<file path="src/rtl/y86_pkg.sv">
// Shared Y86 definitions for the execute stage: instruction codes,
// ALU function codes, condition selectors and the condition-code type.
package y86_pkg;

  // Instruction codes used by the execute back end
  localparam logic [3:0] I_CMOVXX = 4'h2;
  localparam logic [3:0] I_OPQ    = 4'h6;
  localparam logic [3:0] I_JXX    = 4'h7;

  // ALU function codes (ifun of OPq)
  localparam logic [3:0] ALU_ADD = 4'h0;
  localparam logic [3:0] ALU_SUB = 4'h1;
  localparam logic [3:0] ALU_AND = 4'h2;
  localparam logic [3:0] ALU_XOR = 4'h3;

  // Condition selectors (ifun of jXX / cmovXX)
  localparam logic [3:0] C_ALWAYS = 4'h0;
  localparam logic [3:0] C_LE     = 4'h1;
  localparam logic [3:0] C_L      = 4'h2;
  localparam logic [3:0] C_E      = 4'h3;
  localparam logic [3:0] C_NE     = 4'h4;
  localparam logic [3:0] C_GE     = 4'h5;
  localparam logic [3:0] C_G      = 4'h6;

  // "No register" destination
  localparam logic [3:0] REG_NONE = 4'hF;

  // Condition-code register, packed as {ZF,SF,OF}
  typedef struct packed {
    logic zf;
    logic sf;
    logic of;
  } cc_t;

  localparam cc_t CC_RESET = '{zf: 1'b1, sf: 1'b0, of: 1'b0};

  // Occupancy of the 1-deep E->M register; out_valid is this state
  typedef enum logic {
    ST_EMPTY = 1'b0,
    ST_FULL  = 1'b1
  } em_state_t;

endpackage

</file>
<file path="src/rtl/exec_cc_stage_cond_eval.sv">
// cond_eval: combinational jXX/cmovXX condition from the CC register and ifun.
// Selectors above C_G evaluate to 0.
module cond_eval
  import y86_pkg::*;
(
  input  cc_t        cc,
  input  logic [3:0] ifun,
  output logic       cnd
);

  logic lt;
  assign lt = cc.sf ^ cc.of;

  // Decode the condition selector
  always_comb begin
    cnd = 1'b0;
    case (ifun)
      C_ALWAYS: cnd = 1'b1;
      C_LE:     cnd = lt | cc.zf;
      C_L:      cnd = lt;
      C_E:      cnd = cc.zf;
      C_NE:     cnd = ~cc.zf;
      C_GE:     cnd = ~lt;
      C_G:      cnd = ~lt & ~cc.zf;
      default:  cnd = 1'b0;
    endcase
  end

endmodule

</file>
<file path="src/rtl/exec_cc_stage.sv">
// exec_cc_stage: Y86 execute back end. Generates ZF/SF/OF from the ALU
// result, owns the CC register, evaluates jXX/cmovXX conditions and
// registers valE plus sideband into a 1-deep E->M register.
// Optional feature macro: EXEC_CC_SUPPRESS_EN adds exc_suppress, which
// blocks the CC write of an accepted instruction.
//
// Handshake: a transfer happens on a rising edge where valid and ready are
// both high. in_ready = !out_valid | out_ready, so it depends on out_ready
// only. While out_valid=1 and out_ready=0 every output holds stable. flush
// overrides everything: the next cycle has out_valid=0 and no CC write.
module exec_cc_stage
  import y86_pkg::*;
#(
  parameter int WIDTH = 64
) (
  input  logic             clk,
  input  logic             rst_n,
  input  logic             in_valid,
  output logic             in_ready,
  input  logic [3:0]       in_icode,
  input  logic [3:0]       in_ifun,
  input  logic [WIDTH-1:0] alu_a,
  input  logic [WIDTH-1:0] alu_b,
  input  logic [WIDTH-1:0] alu_res,
  input  logic [WIDTH-1:0] in_valA,
  input  logic [3:0]       in_dstE,
  input  logic [3:0]       in_dstM,
  input  logic             set_cc,
  input  logic             flush,
`ifdef EXEC_CC_SUPPRESS_EN
  input  logic             exc_suppress,
`endif
  output logic             out_valid,
  input  logic             out_ready,
  output logic [3:0]       out_icode,
  output logic [WIDTH-1:0] out_valE,
  output logic [WIDTH-1:0] out_valA,
  output logic [3:0]       out_dstE,
  output logic [3:0]       out_dstM,
  output logic             out_cnd,
  output logic [2:0]       cc
);

  em_state_t state_q, state_d;
  cc_t       cc_q;
  cc_t       flags;
  logic      accept;
  logic      load;
  logic      cc_we;
  logic      cnd_raw;
  logic      cnd;
  logic      sa, sb, sr;

  assign in_ready  = (state_q == ST_EMPTY) | out_ready;
  assign accept    = in_valid & in_ready;
  assign load      = accept & ~flush;
  assign out_valid = (state_q == ST_FULL);
  assign cc        = cc_q;

`ifdef EXEC_CC_SUPPRESS_EN
  assign cc_we = load & set_cc & ~exc_suppress;
`else
  assign cc_we = load & set_cc;
`endif

  assign sa = alu_a[WIDTH-1];
  assign sb = alu_b[WIDTH-1];
  assign sr = alu_res[WIDTH-1];

  // Flags from the ALU result; OF only meaningful for add/sub
  always_comb begin
    flags.zf = (alu_res == '0);
    flags.sf = sr;
    flags.of = 1'b0;
    case (in_ifun)
      ALU_ADD: flags.of = (sa == sb) & (sr != sb);
      ALU_SUB: flags.of = (sa != sb) & (sr != sb);
      default: flags.of = 1'b0;
    endcase
  end

  // Condition is evaluated on the current CC, not on the flags above
  cond_eval u_cond_eval (
    .cc   (cc_q),
    .ifun (in_ifun),
    .cnd  (cnd_raw)
  );

  assign cnd = ((in_icode == I_CMOVXX) | (in_icode == I_JXX)) & cnd_raw;

  // Next occupancy of the E->M register; flush wins over accept
  always_comb begin
    state_d = state_q;
    if (flush)
      state_d = ST_EMPTY;
    else if (accept)
      state_d = ST_FULL;
    else if (out_ready)
      state_d = ST_EMPTY;
  end

  // Occupancy state register
  always_ff @(posedge clk or negedge rst_n) begin
    if (!rst_n)
      state_q <= ST_EMPTY;
    else
      state_q <= state_d;
  end

  // Condition-code register
  always_ff @(posedge clk or negedge rst_n) begin
    if (!rst_n)
      cc_q <= CC_RESET;
    else if (cc_we)
      cc_q <= flags;
  end

  // E->M payload, loaded only on a non-flushed accept
  always_ff @(posedge clk or negedge rst_n) begin
    if (!rst_n) begin
      out_icode <= 4'h0;
      out_valE  <= '0;
      out_valA  <= '0;
      out_dstE  <= REG_NONE;
      out_dstM  <= REG_NONE;
      out_cnd   <= 1'b0;
    end else if (load) begin
      out_icode <= in_icode;
      out_valE  <= alu_res;
      out_valA  <= in_valA;
      out_dstE  <= ((in_icode == I_CMOVXX) & ~cnd) ? REG_NONE : in_dstE;
      out_dstM  <= in_dstM;
      out_cnd   <= cnd;
    end
  end

endmodule

</file>
<file path="config.mk">
export PLATFORM = sky130hd
export DESIGN_NAME = exec_cc_stage
export DESIGN_NICKNAME = d
export VERILOG_FILES = /design/src/rtl/y86_pkg.sv /design/src/rtl/exec_cc_stage_cond_eval.sv /design/src/rtl/exec_cc_stage.sv
export SDC_FILE = /design/constraint.sdc
export NUM_CORES = 1
export LEC_CHECK = 0
export ABC_AREA = 1
export CAP_MARGIN = 20
export CELL_PAD_IN_SITES_DETAIL_PLACEMENT = 0
export CELL_PAD_IN_SITES_GLOBAL_PLACEMENT = 1
export CORE_AREA = 2 2 166 168
export CTS_CLUSTER_SIZE = 30
export DETAILED_ROUTE_END_ITERATION = 8
export DIE_AREA = 0 0 168 170
export GPL_TIMING_DRIVEN = 0
export PLACE_DENSITY = 0.81
export SYNTH_ARGS = -nofsm -noshare
export SYNTH_HDL_FRONTEND = slang
export SYNTH_SLANG_ARGS = --single-unit
</file>
<file path="constraint.sdc">
create_clock -name clk -period 1.4 [get_ports clk]
set_clock_uncertainty 0.1 [all_clocks]
set_input_delay 0.42 -clock clk [delete_from_list [all_inputs] [get_ports clk]]
set_output_delay 0.42 -clock clk [all_outputs]
set_load 0.05 [all_outputs]
</file>
; After elaboration in Yosys (flattened, before gate mapping)
; Cells that the tools add are included.
; Widths: inputs -> output; s select.
[word_totals]
ff_bits = 145
inputBits = 278
out_inout_bits = 146
word_cells = 47
[op_classes]
n_eq_ne = 11
muxes = 6
n_bitwise = 17
n_reduce_logical = 3
[op_table]
columns = operator, count
row1 = $logic_not 64->1, 1
row2 = $eq 4x3->1 const B, 4
row3 = $eq 4x2->1 const B, 3
row4 = $and 1x1->1, 8
row5 = $pmux 1 s7, 1
row6 = $not 1->1, 5
row7 = $eq 4x1->1 const B, 1
row8 = $logic_not 4->1, 1
row9 = $mux 4, 1
row10 = $mux 1, 3
row11 = $or 1x1->1, 3
row12 = $reduce_bool 3->1, 1
row13 = $ne 1x1->1, 2
row14 = $pmux 1 s2, 1
row15 = $eq 1x1->1, 1
row16 = $xor 1x1->1, 1

; Logic depth before layout (Yosys ltp)
[depth]
ltp_word = 8
depth_mapped = 9
mapped_depth_nobuf = 9

; Modules after synthesis
; Synthesis repeated with hierarchy kept, for this count alone.
[unflattened]
hier_cells = 704
area_unflattened_um2 = 5894.4
[by_module_without_submodules]
columns = mod, n_inst, cells_each, area_each_um2, seq_area_each_um2
row1 = exec_cc_stage, 1, 681, 5799.3, 3639.7
row2 = cond_eval, 1, 23, 95.1, 0.0

; Worst setup path after synthesis
; OpenSTA, ideal clock, no wires.
[synth_path]
path_kind = register -> register
startpoint = register state_q, in the netlist out_valid
endpoint = register out_valE[10]
setup_ps = 132
t_arrival_ps = 1483
required_time_ps = 1168
path_slack_ps = -315
stages_incl_launch_ff = 9
path_buffers = 2
synth_period_minus_slack_ps = 1715
cell_sequence = dfrtp_1 nand2_4 nand2_4 nor2_8 inv_4 buf_12 buf_6 nand2_1 o21ai_0
[synth_between]
elab_chain_len = 4
[synth_rtl]
columns = element, line
row1 = "start, declared", exec_cc_stage.sv:44  ; em_state_t state_q, state_d;
row2 = "start signal, assigned", exec_cc_stage.sv:107  ; state_q <= state_d;
row3 = $not 1->1, exec_cc_stage.sv:54  ; assign in_ready = (state_q == ST_EMPTY) | out_ready;
row4 = $or 1x1->1, exec_cc_stage.sv:54
row5 = via in_ready, exec_cc_stage.sv:19  ; output logic in_ready,
row6 = $and 1x1->1, exec_cc_stage.sv:55  ; assign accept = in_valid & in_ready;
row7 = $and 1x1->1, exec_cc_stage.sv:56  ; assign load = accept & ~flush;
row8 = "end signal, assigned", exec_cc_stage.sv:129  ; out_valE <= alu_res;
row9 = "end, declared", exec_cc_stage.sv:36  ; output logic [WIDTH-1:0] out_valE,
; The timed path passes the listed nets, and every way through them passes these cells.
; A chain may end at the register's enable or synchronous reset.

; Worst setup path after layout
[layout_path]
startpoint = register state_q, in the netlist out_valid
endpoint = output out_valid
[layout_rtl]
columns = element, line
row1 = "end, declared", exec_cc_stage.sv:33  ; output logic out_valid,
; No word-level cell between the ends.

==> parameters.txt <==
Parameter                              Value

Finish
  Cell area after layout ... about 0.013 mm2
  Area grow syn2layout ... 115.2%
  Total number of nets in the final design ... between 1000 and 1500
  Finished Core Util ... between 40% and 50%
  Share of post-route cells with drive strength above 1 ... around half
  Final cell count without fillers ... ~1500
  Filler Cell Count ... ~2400

STA
  Max Transition Viols Final ... 0
  Final min period ... roughly 1.7 ns
  Worst-Margin Slew ... ~0.65 ns
  Worst Slack Setup Final ... -0.2543 ns
  RSZ-0062 raised after global routing ... true
  Max transition margin ... 56.94%
  Number of hold violations in the final report ... 63
  Setup Viol. Count Final ... 290
  Hold slack ... -0.09078 ns
  Fmax achieved ... just over 600 MHz
  Final worst path period share ... 118.2%

Clocking
  H-tree depth ... 4
  Clock tree root buffer cell ... sky130_fd_sc_hd__clkbuf_16
  Clock transition at the register clock pins on the worst setup and hold paths after CTS ... 0.07 ns
  Longest Clk Path Bufs ... 2
  Clock latency on the worst-skew pair ... about 0.4 ns
  Number of buffers added by the clock tree synthesis step ... 17
  Clk sink count ... roughly 150
  CTS tree ... yes

Floorplan
  Horizontal die dimension ... 168 um
  Ports placed on the boundary ... 424
  Starting density of the core ... around 22%
  Placeable core area ... around 0.027 mm2
  Std cell rows ... 60
  Total die area ... between 0.02 and 0.03 mm2
  Vert. Die Dim ... between 150 and 200 um

Pwr
  Power per cell area ... ~1300 mW/mm2
  Leakage power total ... between 6 and 7 nW
  Maximum vdd ir drop ... roughly 600 uV

Worst setup path
  Max FO, Critical Path ... 2
  Class of the most critical setup path ... reg2out
  Kind of end point of the critical path ... output pin
  Critical path launch point type ... flip-flop
  Arr. time, crit path ... between 1 and 1.5 ns
  Required time of the critical path ... 0.88 ns

GRT
  Global-route met2 utilization ... between 20% and 30%
  Most used routing layer in global routing ... met2
  Tot GR Track Use ... around 17%
  Global-route wire length before repair ... between 30 and 40 mm
  Initial antenna violation count ... 1
  GRT overflow ... 0
  Global-route met3 utilization ... between 6 and 7%
  Maximum number of pins on one net before global-route repair ... 81
  Vias in the first global route ... approximately 6200
  Routing usage on met1 ... a little under a fifth

Logic synthesis
  Yosys warning total ... 0
  Largest area contributor in the netlist ... sky130_fd_sc_hd__dfrtp_1
  Number of synthesized register bits ... ~150
  Dominant cells by area after synthesis ... sky130_fd_sc_hd__dfrtp_1 (57%), sky130_fd_sc_hd__nand2_1 (20%), sky130_fd_sc_hd__dfstp_2 (4.0%), sky130_fd_sc_hd__inv_1 (4.0%), sky130_fd_sc_hd__o21ai_0 (3.4%)
  Post-Syn Area ... 0.005974 mm2
  Mean post-synth cell area ... between 8 and 9 um2
  Synth cell types ... 22
  Syn_nets ... about 960
  Area share of the leading cell type in the synthesized netlist ... about 57%
  Number of standard cells after synthesis ... a little under 700
  Sequential fraction of the synthesis area ... a little over 60%

Run status
  Status ... finished, violations left
  Violations in the final reports ... hold timing, setup timing

Job
  Number of violations of the max-capacitance limit ... 0

Drt
  DRT Pass-1 Iters ... 4
  DR WL/cell ... roughly 17 um
  Drt total wl ... around 25 mm
  Number of antenna-violating nets in the routed design ... 0
  Number of DRC violations after detailed-routing iteration 0 ... roughly 260
  Total via count in the routed design ... between 6000 and 7000
  Vias per std cell ... between 4 and 5
  DRC ... 0

Place
  Placed wire-length estimate after detailed placement ... ~16 mm
  Placer Congestion ... 0.8207
  Number of cells after detailed placement ... around 1300
  Placed inst area ... ~0.0094 mm2
  Post-placement worst setup slack ... -1.002 ns
  # port buffers ... between 200 and 300

Worst hold path
  Class of the tightest hold or removal check ... in2async
-- placed cells by master, fill, tap and decap left out, drive strengths merged --
cell / instances
clkdlybuf4s50: 147
bufbuf: 2
xnor2: 2
o21ai: 61
nor2: 27
nand3: 5
nand2: 321
clkinv: 3
dlygate4sd2: 2
diode: 1
clkbuf: 25
clkinvlp: 6
dfstp: 9
nand4: 12
buf: 303
dlymetal6s2s: 1
a21oi: 5
nor3: 5
inv: 69
o211ai: 1
dfrtp: 136
-- power breakdown --
group	total [W]	switching [W]	leakage [nW]	internal, W
combinational	0.00671	0.00377	4.31	0.00295
sequential	0.00538	0.000555	1.78	0.00483
clock	0.00433	0.00199	0.249	0.00234
total	0.0164	0.00631	6.34	0.0101
-- per-layer routing --
metal / part of all wire, % / up-vias
met5: 0 / -
met4: 1.4 / 0
met3: 8.8 / 15
met2: 51 / 235
met1: 39 / 2947
li1: - / 2999
-- flip-flops by register name (all words and copies together), names as in the netlist --
register   count
cc             3
out_cnd        1
out_dstM       4
out_dstE       4
out_valid      1
out_valA      64
out_valE      64
out_icode      4
-- cell usage after synthesis --
library cell / instances
sky130_fd_sc_hd__buf_2: 5
sky130_fd_sc_hd__xnor2_1: 2
sky130_fd_sc_hd__clkbuf_1: 4
sky130_fd_sc_hd__nand2_1: 319
sky130_fd_sc_hd__inv_4: 1
sky130_fd_sc_hd__a21oi_1: 5
sky130_fd_sc_hd__o21ai_1: 14
sky130_fd_sc_hd__nor3_1: 5
sky130_fd_sc_hd__dfstp_2: 9
sky130_fd_sc_hd__nor2_8: 1
sky130_fd_sc_hd__dfrtp_1: 136
sky130_fd_sc_hd__buf_4: 9
sky130_fd_sc_hd__nand2_4: 2
sky130_fd_sc_hd__nor2_1: 26
sky130_fd_sc_hd__buf_12: 1
sky130_fd_sc_hd__inv_1: 63
sky130_fd_sc_hd__nand3_1: 5
sky130_fd_sc_hd__o21ai_2: 6
sky130_fd_sc_hd__o21ai_0: 41
sky130_fd_sc_hd__nand4_1: 12
sky130_fd_sc_hd__buf_6: 11
sky130_fd_sc_hd__o211ai_1: 1
-- final timing paths --
kind                            slack [ns]            to  cells past startpoint        start
max in group asynchronous             0.41   out_dstM[3]                      2        rst_n
worst max register to register       -0.24  out_valE[54]                      9    out_valid
worst max-delay path                 -0.25     out_valid                      2    out_valid
worst min-delay path                 -0.09  out_valA[25]                      1        rst_n
min in group clk                      0.29     out_valid                      3     in_valid
worst min register to register        0.38   out_dstM[3]                      2  out_dstM[3]
-- logic make-up (layout without fill, tap and decap cells) --
| group | after synthesis | after routing | synth area share (%) |
|---|---|---|---|
| xor gates and xnor gates | 2 | 2 | 0.2932 |
| DFF | 145 | 145 | 60.92 |
| AOI/OAI and AO/OA | 67 | 67 | 6.031 |
| buffers and inverters | 94 | 558 | 8.272 |
| other | 0 | 1 | 0 |
| and+or+nand+nor | 370 | 370 | 24.48 |
-- metrics by stage --
step | TNS (ns) | total power, W
finish | -44.13 | 0.01643
global route | -57.18 | 0.01714
CTS | -41.20 | 0.01576
floorplan | -15.27 | 0.008106
global placement | -1061.11 | 0.01020
detailed placement | -141.47 | 0.01023
-- worst max-delay path: stages (launching register included) --
cell	delay (ns)
sky130_fd_sc_hd__dfrtp_2	0.45
sky130_fd_sc_hd__buf_6	0.14
sky130_fd_sc_hd__buf_8	0.14
-- area by class of cell --
type / count / area (um2) / area share (%)
buffer: 30 / 516.7 / 4.019
clock buffer: 19 / 442.9 / 3.445
sequential: 145 / 3646 / 28.36
clock inverter: 13 / 102.6 / 0.7980
timing repair inverter: 1 / 20.02 / 0.1557
inverter: 64 / 266.5 / 2.073
tap: 341 / 426.7 / 3.318
multi-input combinational: 439 / 2730 / 21.23
timing repair buffer: 431 / 4703 / 36.58
antenna: 1 / 2.502 / 0.01946
-- timing repair --
| item | CTS | global route |
|---|---|---|
| hold endpoints to repair | 63 | 63 |
| cloned | 24 | 2 |
| pin swaps | 14 | 28 |
| endpoints found under the setup margin | 289 | 290 |
| resized for setup | 1266 | 189 |
| setup buffers | 40 | 75 |
Note: power is estimated with default switching activity, not from simulation.
